==> src/rtl/serial_add_ctrl.sv <==
// Bit-serial adder sequencer: loads two WIDTH-bit operands and a carry-in,
// then drives a single generate/propagate full-adder cell one bit pair per
// clock, LSB first. The cell's carry is registered back as the next carry-in
// and the sum bits are collected MSB-first into an accumulator, so the result
// lines up once WIDTH bits have passed. sum/cout only change on completion.
module serial_add_ctrl #(
    parameter int WIDTH = 8
) (
    input  logic             clk,
    input  logic             rst,
    input  logic             start,
    input  logic [WIDTH-1:0] a,
    input  logic [WIDTH-1:0] b,
    input  logic             cin,
    output logic             busy,
    output logic             done,
    output logic [WIDTH-1:0] sum,
    output logic             cout
);

    // One extra bit keeps the counter legal when WIDTH = 1.
    localparam int CW = $clog2(WIDTH) + 1;

    typedef enum logic [1:0] {
        IDLE = 2'd0,
        RUN  = 2'd1,
        DONE = 2'd2
    } state_t;

    state_t           state_q;
    state_t           state_d;
    logic [WIDTH-1:0] opa_q;
    logic [WIDTH-1:0] opb_q;
    logic [WIDTH-1:0] acc_q;
    logic [WIDTH-1:0] acc_d;
    logic             carry_q;
    logic [CW-1:0]    cnt_q;
    logic             accept;
    logic             last_bit;
    logic             fa_s;
    logic             fa_c;

    // Full-adder cell, generate/propagate form.
    function automatic logic fa_sum(input logic x, input logic y, input logic ci);
        return x ^ y ^ ci;
    endfunction

    function automatic logic fa_carry(input logic x, input logic y, input logic ci);
        return (x & y) | ((x ^ y) & ci);
    endfunction

    assign fa_s     = fa_sum(opa_q[0], opb_q[0], carry_q);
    assign fa_c     = fa_carry(opa_q[0], opb_q[0], carry_q);
    assign accept   = start && ((state_q == IDLE) || (state_q == DONE));
    assign last_bit = (cnt_q == CW'(WIDTH - 1));

    // Accumulator shifts right with this edge's sum bit entering at the MSB.
    always_comb begin
        acc_d            = acc_q >> 1;
        acc_d[WIDTH-1]   = fa_s;
    end

    // Next-state logic: start is honoured in IDLE and in the single DONE cycle.
    always_comb begin
        state_d = state_q;
        case (state_q)
            IDLE:    if (start) state_d = RUN;
            RUN:     if (last_bit) state_d = DONE;
            DONE:    state_d = start ? RUN : IDLE;
            default: state_d = IDLE;
        endcase
    end

    // State register.
    always_ff @(posedge clk or posedge rst) begin
        if (rst) begin
            state_q <= IDLE;
        end else begin
            state_q <= state_d;
        end
    end

    // Operand/carry/accumulator datapath and registered result outputs.
    always_ff @(posedge clk or posedge rst) begin
        if (rst) begin
            opa_q   <= '0;
            opb_q   <= '0;
            acc_q   <= '0;
            carry_q <= 1'b0;
            cnt_q   <= '0;
            sum     <= '0;
            cout    <= 1'b0;
            busy    <= 1'b0;
            done    <= 1'b0;
        end else begin
            busy <= (state_d == RUN);
            done <= (state_d == DONE);
            if (accept) begin
                opa_q   <= a;
                opb_q   <= b;
                carry_q <= cin;
                acc_q   <= '0;
                cnt_q   <= '0;
            end else if (state_q == RUN) begin
                opa_q   <= opa_q >> 1;
                opb_q   <= opb_q >> 1;
                acc_q   <= acc_d;
                carry_q <= fa_c;
                cnt_q   <= cnt_q + CW'(1);
                if (last_bit) begin
                    sum  <= acc_d;
                    cout <= fa_c;
                end
            end
        end
    end

endmodule

==> config.mk <==
export PLATFORM = sky130hd
export DESIGN_NAME = serial_add_ctrl
export DESIGN_NICKNAME = d
export VERILOG_FILES = /design/src/rtl/serial_add_ctrl.sv
export SDC_FILE = /design/constraint.sdc
export NUM_CORES = 1
export LEC_CHECK = 0
export CAP_MARGIN = 10
export CORE_UTILIZATION = 39
export DETAILED_ROUTE_END_ITERATION = 7
export PLACE_DENSITY = 0.71
export SLEW_MARGIN = 40
export SYNTH_ARGS = -nofsm -noshare
export SYNTH_HDL_FRONTEND = slang
export SYNTH_SLANG_ARGS = --single-unit
export TNS_END_PERCENT = 50
==> constraint.sdc <==
create_clock -name clk -period 3.3 [get_ports clk]
set_input_delay 0.33 -clock clk [delete_from_list [all_inputs] [get_ports clk]]
set_output_delay 0.33 -clock clk [all_outputs]
set_load 0.05 [all_outputs]
==> results of run 1 <==
==> power by group <==
part | switching (mW) | internal (mW) | leakage [nW]
sequential | 0.137 | 0.721 | 0.522
clock | 0.173 | 0.246 | 0.0574
combinational | 0.541 | 0.361 | 0.394
total | 0.851 | 1.33 | 0.973
==> cells in the final DEF, fill, tap and decap left out, types with 5 or more instances in the layout <==
master,n
inv_1,6
a22oi_1,11
clkbuf_8,6
nand3_1,11
dfrtp_1,41
nand2_1,17
a22o_1,9
mux2_2,7
clkdlybuf4s50_1,30
nor2_1,5
==> worst min-delay path by stage <==
stage,startpoint,end,cells past startpoint,slack (ps)
floorplan,acc_q[1],acc_q[1],1,460
detailed placement,opa_q[4],opa_q[3],2,480
finish,rst,sum[4],3,470
global route,rst,sum[5],3,530
global placement,opa_q[5],opa_q[4],2,470
CTS,rst,sum[2],3,490
==> worst register-to-register path: stages (launching register included) <==
cell and delay, ps:
dfrtp_1 390, nand2b_1 460, nor3_4 610, mux2_2 400
==> metrics by stage <==
| stage | hold WS, ps | instance area [sq um] |
|---|---|---|
| 2_1_floorplan | 460.4 | 1678 |
| 3_3_place_gp | 470.6 | 2007 |
| 3_5_place_dp | 484.2 | 2007 |
| 4_1_cts | 489.8 | 2127 |
| 5_1_grt | 525.1 | 2127 |
| 6_report | 469.9 | 2127 |
==> flip-flops by register name (all words and copies together), names as in the netlist <==
register,cells
sum,8
done,1
opb_q,8
cout,1
cnt_q,4
busy,1
opa_q,8
state_q,2
carry_q,1
acc_q,7
==> layout make-up <==
type / count / area share [%]
Clock buffer: 6 / 3.882
Clock inverter: 2 / 1.765
Inverter: 6 / 1.059
Multi-Input combinational cell: 83 / 27.29
Sequential cell: 41 / 48.24
Tap cell: 50 / 2.941
Timing Repair Buffer: 32 / 14.82
==> layer usage <==
layer	vias up	part of all wire, %
met1	585	45
met4	0	2.5
met3	7	4.0
met2	30	49
met5	-	0
li1	546	-
==> cell families (layout without fill, tap and decap cells) <==
group	count (synthesis)	in the layout	synth area share (%)
buffers and inverters	16	46	4.250
xor gates and xnor gates	2	2	1.044
muxes	10	10	6.488
DFF	41	41	61.15
AOI/OAI and AO/OA	26	26	12.60
adders and majority gates	2	2	1.939
and+or+nand+nor	43	43	12.53
==> flow_metrics.env, run 1 <==
export IMPL_outcome="completed"
export IMPL_finalCritPeriodShare_pct=59.71
export IMPL_end_kind="flop"
export IMPL_fillers=343
export IMPL_grt_antenna_before_repair=0
export IMPL_setup_slack_ps=1330
export IMPL_hold_class="in -> async"
export IMPL_grt_util_all_layers_pct=17.30
export IMPL_first_iter_violations=68
export IMPL_path_buf_inv=0
export IMPL_path_delay_family="simple AND/OR/NAND/NOR gates"
export IMPL_avgSynthCellArea_sq_um=11.98
export IMPL_ir_drop_uv=420.6
export IMPL_reg2reg_slack_ps=1330
export IMPL_synth_top_area_share_pct=61.15
export IMPL_reg2reg_from="state_q[1]"
export IMPL_crit_start="state_q[1]"
export IMPL_final_util_pct=52.42
export IMPL_syn2layout_area_growth_pct=26.77
export IMPL_hpwlAfterDp_mm=2.249
export IMPL_drive_gt1_share_pct=10.59
export IMPL_clk_latency_ps=300
export IMPL_met1_usage_pct=22.55
export IMPL_cp_slowest_cell="nor3_4"
export IMPL_synth_cell_types=27
export IMPL_netlist_area_sq_um=1678
export IMPL_cts_sinks=41
export IMPL_initial_utilization_pct=41.35
export IMPL_drtAntennaViolNets=0
export IMPL_synth_net_count=162
export IMPL_period_needed_ps=1970
export IMPL_cp_arrival_ps=2150
export IMPL_rsz0062_at_grt="false"
export IMPL_grt_pass1_vias=1203
export IMPL_total_power_mw=2.179
export IMPL_grt_max_degree=42
export IMPL_cts_buffer_depth=2
export IMPL_first_pass_iters=4
export IMPL_via_count=1168
export IMPL_crit_fanout=16
export IMPL_cts_resized=0
export IMPL_drv_slew=0
export IMPL_fp_row_count=23
export IMPL_p_per_area_nw_per_um2=1024
export IMPL_synth_top_flop_cell="dfrtp_1"
export IMPL_route_detailed_drc=0
export IMPL_fmax_mhz=507.5
export IMPL_cts_clk_slew_worst_paths_ps=80
export IMPL_reg2reg_depth=3
export IMPL_cap_violations=0
export IMPL_netlist_instances=140
export IMPL_p_leak_nw=0.9732
export IMPL_die_x_um=67.59
export IMPL_multi_input_area_sq_um=580.6
export IMPL_slew_headroom_pct=47.55
export IMPL_hold_viol_final=0
export IMPL_yosysMostFrequentCell="dfrtp_1"
export IMPL_grt_overflow_total=0
export IMPL_dieArea_sq_um=4568
export IMPL_crit_chain="nand2b_1 -> nor3_4 -> mux2_2"
export IMPL_gp_congestion=0.7843
export IMPL_diodes=0
export IMPL_yosys_top_cells_count="dfrtp_1 (41), nand2_1 (17), a22oi_1 (11), nand3_1 (11), a22o_1 (9)"
export IMPL_grt_first_pass_wirelength_mm=5.623
export IMPL_crit_required_ps=3480
export IMPL_nets=191
export IMPL_seq_area_sq_um=1026
export IMPL_tightest_slew_ps=783.8
export IMPL_cts_setup_buffers=0
export IMPL_pin_count=31
export IMPL_final_cells=220
export IMPL_dpl_cell_count=212
export IMPL_grt_busiest_layer="met2"
export IMPL_htree_levels=2
export IMPL_yosys_area_top_type="dfrtp_1"
export IMPL_use_met2_pct=26.61
export IMPL_setup_violations_final=0
export IMPL_drt_total_wl_mm=3.337
export IMPL_clock_skew_final_ps=6.522
export IMPL_cts_tree="built"
export IMPL_critical_path_endpoint="sum[5]"
export IMPL_wl_per_cell_um=15.17
export IMPL_yosys_warnings=0
export IMPL_via_per_inst=5.309
export IMPL_dieHeight_um=67.59
export IMPL_synth_edff_count=0
export IMPL_core_sq_um=4058
export IMPL_rr_endpoint="sum[5]"
export IMPL_root_buffer="clkbuf_8"
export IMPL_gr_usage_met3_pct=3.209
export IMPL_cts_hold_buffers=0
export IMPL_yosys_register_bits=41
export IMPL_final_setup_tns_ps=0
export IMPL_synth_seq_area_share_pct=61.15
export IMPL_critical_path_max_stage_delay_ps=610
export IMPL_io_buffers=30
export IMPL_crit_cells=3
export IMPL_critPathKind="reg -> reg"
export IMPL_synth_area_leaders="dfrtp_1 (61%), a22oi_1 (4.9%), a22o_1 (4.7%), mux2_2 (4.7%), nand2_1 (3.8%)"
export IMPL_cp_start_kind="flop"
export IMPL_cts_buffers=5
export IMPL_async_reset_ff_share_pct=100.0
export IMPL_place_ws_ps=1066
(Power assumes the default switching activity.)
==> inputs of run 2 (changes only) <==
--- a/config.mk
+++ b/config.mk
@@ -8,7 +8,7 @@
 export CAP_MARGIN = 10
 export CORE_UTILIZATION = 39
 export DETAILED_ROUTE_END_ITERATION = 7
-export PLACE_DENSITY = 0.71
+export PLACE_DENSITY = 0.74
 export SLEW_MARGIN = 40
 export SYNTH_ARGS = -nofsm -noshare
 export SYNTH_HDL_FRONTEND = slang
==> constraint.sdc (replaced) <==
create_clock -name clk -period 1.7 [get_ports clk]
set_input_delay 0.17 -clock clk [delete_from_list [all_inputs] [get_ports clk]]
set_output_delay 0.17 -clock clk [all_outputs]
set_load 0.05 [all_outputs]
==> flow_metrics.env, run 2 (synthesized netlist as in run 1, its figures left out) <==
export IMPL_outcome="completed"
export IMPL_worst_hold_slack_ps=309.4
export IMPL_dpl_cell_count=218
export IMPL_root_buffer="clkbuf_8"
export IMPL_via_count=1224
export IMPL_gp_congestion=0.7636
export IMPL_cts_setup_buffers=0
export IMPL_io_buffers=30
export IMPL_critPathKind="reg -> out"
export IMPL_crit_required_ps=1530
export IMPL_drive_gt1_share_pct=11.93
export IMPL_die_x_um=67.59
export IMPL_fp_row_count=23
export IMPL_p_per_area_nw_per_um2=1928
export IMPL_final_setup_tns_ps=0
export IMPL_core_sq_um=4058
export IMPL_mostFrequentLayoutCells="dfrtp_1 (41), clkdlybuf4s50_1 (30), nand2_1 (17)"
export IMPL_drtAntennaViolNets=0
export IMPL_clockPowerShare_pct=14.5
export IMPL_via_per_inst=5.416
export IMPL_crit_fanout=2
export IMPL_clk_latency_ps=290
export IMPL_hpwlAfterDp_mm=2.325
export IMPL_slew_headroom_pct=60.58
export IMPL_power_internal_mw=2.465
export IMPL_end_kind="output port"
export IMPL_final_cells=226
export IMPL_cts_hold_buffers=0
export IMPL_initial_utilization_pct=41.35
export IMPL_place_ws_ps=166.9
export IMPL_route_detailed_drc=0
export IMPL_wl_per_cell_um=14.79
export IMPL_htree_levels=2
export IMPL_drv_slew=0
export IMPL_cts_resized=0
export IMPL_setup_slack_ps=50.62
export IMPL_setup_violations_final=0
export IMPL_grt_max_degree=42
export IMPL_crit_chain="clkdlybuf4s50_1"
export IMPL_ir_drop_uv=717.5
export IMPL_cp_start_kind="flop"
export IMPL_p_comb_share_pct=45.1
export IMPL_reg2reg_depth=4
export IMPL_syn2layout_area_growth_pct=27.07
export IMPL_p_sw_mw=1.645
export IMPL_cts_tree="built"
export IMPL_cp_slowest_cell="clkdlybuf4s50_1"
export IMPL_fmax_mhz=606.3
export IMPL_hold_viol_final=0
export IMPL_rsz0062_at_grt="false"
export IMPL_first_iter_violations=51
export IMPL_cts_buffer_depth=2
export IMPL_dieHeight_um=67.59
export IMPL_path_delay_family="buffers and inverters"
export IMPL_first_pass_iters=4
export IMPL_grt_overflow_total=0
export IMPL_cts_buffers=5
export IMPL_top_regs="opa_q (8), opb_q (8), sum (8)"
export IMPL_grt_first_pass_wirelength_mm=5.789
export IMPL_crit_cells=1
export IMPL_nets=197
export IMPL_tightest_slew_ps=591.3
export IMPL_path_buf_inv=1
export IMPL_critical_path_max_stage_delay_ps=830
export IMPL_layout_commonest_cell="dfrtp_1"
export IMPL_grt_antenna_before_repair=0
export IMPL_reg2reg_slack_ps=160
export IMPL_clock_skew_final_ps=7.917
export IMPL_switching_share_pct=40.02
export IMPL_hold_class="in -> async"
export IMPL_cp_arrival_ps=1480
export IMPL_drt_total_wl_mm=3.342
export IMPL_dieArea_sq_um=4568
export IMPL_p_leak_nw=0.9858
export IMPL_p_seq_share_pct=40.5
export IMPL_pin_count=31
export IMPL_period_needed_ps=1649
export IMPL_grt_util_all_layers_pct=17.51
export IMPL_finalCritPeriodShare_pct=97.02
export IMPL_final_util_pct=52.54
export IMPL_fillers=347
export IMPL_cts_sinks=41
export IMPL_cap_violations=0
export IMPL_diodes=0
export IMPL_cts_clk_slew_worst_paths_ps=80
export IMPL_grt_pass1_vias=1246
-- run 2: cell types whose count changed in the layout (fill, tap and decap cells not counted), sizes merged --
cell,change
buf,+6
bufinv,-1
clkbuf,+2
clkinvlp,-1
-- run 2: cell type report --
cell class	count	area, sq um	area share, %
flip-flops and latches	41	1026	48.12
multi-input cells	83	580.6	27.23
repair buffers	38	360.3	16.90
clock buffers	8	80.08	3.756
well taps	50	62.56	2.934
inverters	6	22.52	1.056
-- run 2: layer usage --
layer  GRT usage [%]  wire length (um)  vias to the layer above
met3           4.392               175                        8
met1           22.96              1447                      610
met2           27.10              1636                       44
li1                -                 -                      562
met4           7.979                82                        0
met5               0                 0                        -
-- run 2: metrics by stage --
stage | instance area (sq um) | total power [mW]
floorplan | 1678 | 2.938
global placement | 2052 | 3.445
detailed placement | 2052 | 3.546
CTS | 2132 | 4.147
global route | 2132 | 4.399
finish | 2132 | 4.110
-- run 2: path summary, 6_finish.rpt --
kind / end / startpoint
worst max-delay path: sum[0] / sum[0]
min in group clk: opa_q[1] / a[1]
max in group asynchronous: acc_q[4] / rst
worst min register to register: opa_q[5] / opa_q[6]
worst max register to register: sum[5] / cnt_q[0]
worst min-delay path: cnt_q[0] / rst
-- run 2: power groups by stage --
stage | logic [mW] | clock network, mW | registers, mW
finish | 1.85 | 0.594 | 1.66
global route | 2.03 | 0.655 | 1.71
CTS | 1.88 | 0.607 | 1.66
detailed placement | 1.87 | 0 | 1.68
global placement | 1.79 | 0 | 1.65
floorplan | 0.956 | 0 | 1.98
==> inputs of run 3 (changes only) <==
--- a/config.mk
+++ b/config.mk
@@ -5,10 +5,12 @@
 export SDC_FILE = /design/constraint.sdc
 export NUM_CORES = 1
 export LEC_CHECK = 0
+export ABC_CLOCK_PERIOD_IN_PS = 1700
 export CAP_MARGIN = 10
 export CORE_UTILIZATION = 39
 export DETAILED_ROUTE_END_ITERATION = 7
-export PLACE_DENSITY = 0.74
+export DONT_BUFFER_PORTS = 1
+export PLACE_DENSITY = 0.62
 export SLEW_MARGIN = 40
 export SYNTH_ARGS = -nofsm -noshare
 export SYNTH_HDL_FRONTEND = slang
==> flow_metrics.env, run 3 (synthesized netlist as in run 1, its figures left out) <==
export IMPL_outcome="completed"
export IMPL_clock_skew_final_ps=6.909
export IMPL_final_setup_tns_ps=0
export IMPL_tightest_slew_ps=588.5
export IMPL_grt_util_all_layers_pct=16.45
export IMPL_pin_count=31
export IMPL_top_regs="opa_q (8), opb_q (8), sum (8)"
export IMPL_htree_levels=2
export IMPL_cts_buffers=5
export IMPL_root_buffer="clkbuf_8"
export IMPL_rr_endpoint="sum[0]"
export IMPL_grt_overflow_total=0
export IMPL_drtAntennaViolNets=0
export IMPL_reg2reg_from="cnt_q[0]"
export IMPL_dieHeight_um=67.59
export IMPL_grt_first_pass_wirelength_mm=5.361
export IMPL_hold_end="opb_q[3]"
export IMPL_gp_congestion=0.6660
export IMPL_gr_usage_met3_pct=6.081
export IMPL_cts_clk_slew_worst_paths_ps=70
export IMPL_initial_utilization_pct=41.35
export IMPL_cap_violations=0
export IMPL_cts_buffer_depth=2
export IMPL_core_sq_um=4058
export IMPL_cts_tree="built"
export IMPL_die_x_um=67.59
export IMPL_wl_per_cell_um=16.52
export IMPL_finalCritPeriodShare_pct=91.60
export IMPL_hold_viol_final=0
export IMPL_syn2layout_area_growth_pct=10.29
export IMPL_cts_resized=0
export IMPL_reg2reg_slack_ps=140
export IMPL_hold_class="in -> reg"
export IMPL_crit_fanout=8
export IMPL_dieArea_sq_um=4568
export IMPL_critPathKind="reg -> reg"
export IMPL_slew_headroom_pct=60.77
export IMPL_route_detailed_drc=0
export IMPL_cts_hold_buffers=1
export IMPL_diodes=0
export IMPL_grt_busiest_layer="met2"
export IMPL_drv_slew=0
export IMPL_hpwlAfterDp_mm=2.118
export IMPL_p_per_area_nw_per_um2=2128
export IMPL_via_count=1075
export IMPL_grt_antenna_before_repair=0
export IMPL_mostFrequentLayoutCells="dfrtp_1 (41), nand2_1 (17), a22oi_1 (11), nand3_1 (11), a22o_1 (9)"
export IMPL_io_buffers=0
export IMPL_p_leak_nw=0.8802
export IMPL_min_path_cells=2
export IMPL_period_needed_ps=1557
export IMPL_clk_latency_ps=290
export IMPL_reg2reg_depth=4
export IMPL_cp_start_kind="flop"
export IMPL_grt_max_degree=42
export IMPL_fmax_mhz=642.2
export IMPL_cts_sinks=41
export IMPL_cp_arrival_ps=1730
export IMPL_crit_required_ps=1870
export IMPL_layout_commonest_cell="dfrtp_1"
export IMPL_grt_pass1_vias=1134
export IMPL_use_met2_pct=24.38
export IMPL_nets=166
export IMPL_drt_total_wl_mm=3.204
export IMPL_first_pass_iters=4
export IMPL_fp_row_count=23
export IMPL_rsz0062_at_grt="false"
export IMPL_worst_hold_slack_ps=19.46
export IMPL_end_kind="flop"
export IMPL_ir_drop_uv=900.7
export IMPL_hold_start="b[3]"
export IMPL_drive_gt1_share_pct=14.58
export IMPL_via_per_inst=5.541
export IMPL_first_iter_violations=44
export IMPL_setup_violations_final=0
export IMPL_met1_usage_pct=21.62
export IMPL_cts_setup_buffers=0
run 3: worst max-delay path, cell delays in order, from the launching register on:
cell,delay (ps)
dfrtp_1,390
ha_1,190
nand2_1,120
nor3_4,360
mux2_2,390
run 3: worst max-delay path by stage:
stage                from  endpoint  slack, ps  depth (start not counted)
2_1_floorplan  state_q[1]    sum[0]        220                          4
3_3_place_gp     cnt_q[0]    sum[0]        230                          4
3_5_place_dp     cnt_q[0]    sum[0]        130                          4
4_1_cts          cnt_q[0]    sum[0]        120                          4
5_1_grt          cnt_q[0]      cout         20                          5
6_report         cnt_q[0]    sum[0]        140                          4
run 3: power by group:
part,leakage (nW),internal (mW),switching [mW]
Combinational,0.305,0.526,0.629
Clock,0.0540,0.426,0.310
Sequential,0.522,1.39,0.655
run 3: per-stage QoR:
stage	instances	utilization, %	setup WS [ps]	cell area (sq um)	total power, mW
after floorplan	140	-	221.1	1678	2.938
after global placement	186	42.80	231.7	1737	3.159
final	194	45.61	142.8	1851	3.938
after global routing	194	45.61	17.32	1851	4.219
after CTS	194	45.61	120.4	1851	3.970
after detailed placement	186	42.80	134.5	1737	3.223
run 3: area by class of cell:
type	count	area [sq um]
Clock inverter	2	35.03
Inverter	6	22.52
Timing Repair Buffer	7	55.05
Sequential cell	41	1026
Multi-Input combinational cell	83	580.6
Fill cell	360	2207
Clock buffer	5	68.82
Tap cell	50	62.56
run 3: metal layers:
layer / wire (um) / vias to the layer above
met1: 1427 / 551
met4: 39 / 0
li1: - / 494
met3: 206 / 4
met2: 1530 / 26
met5: 0 / -
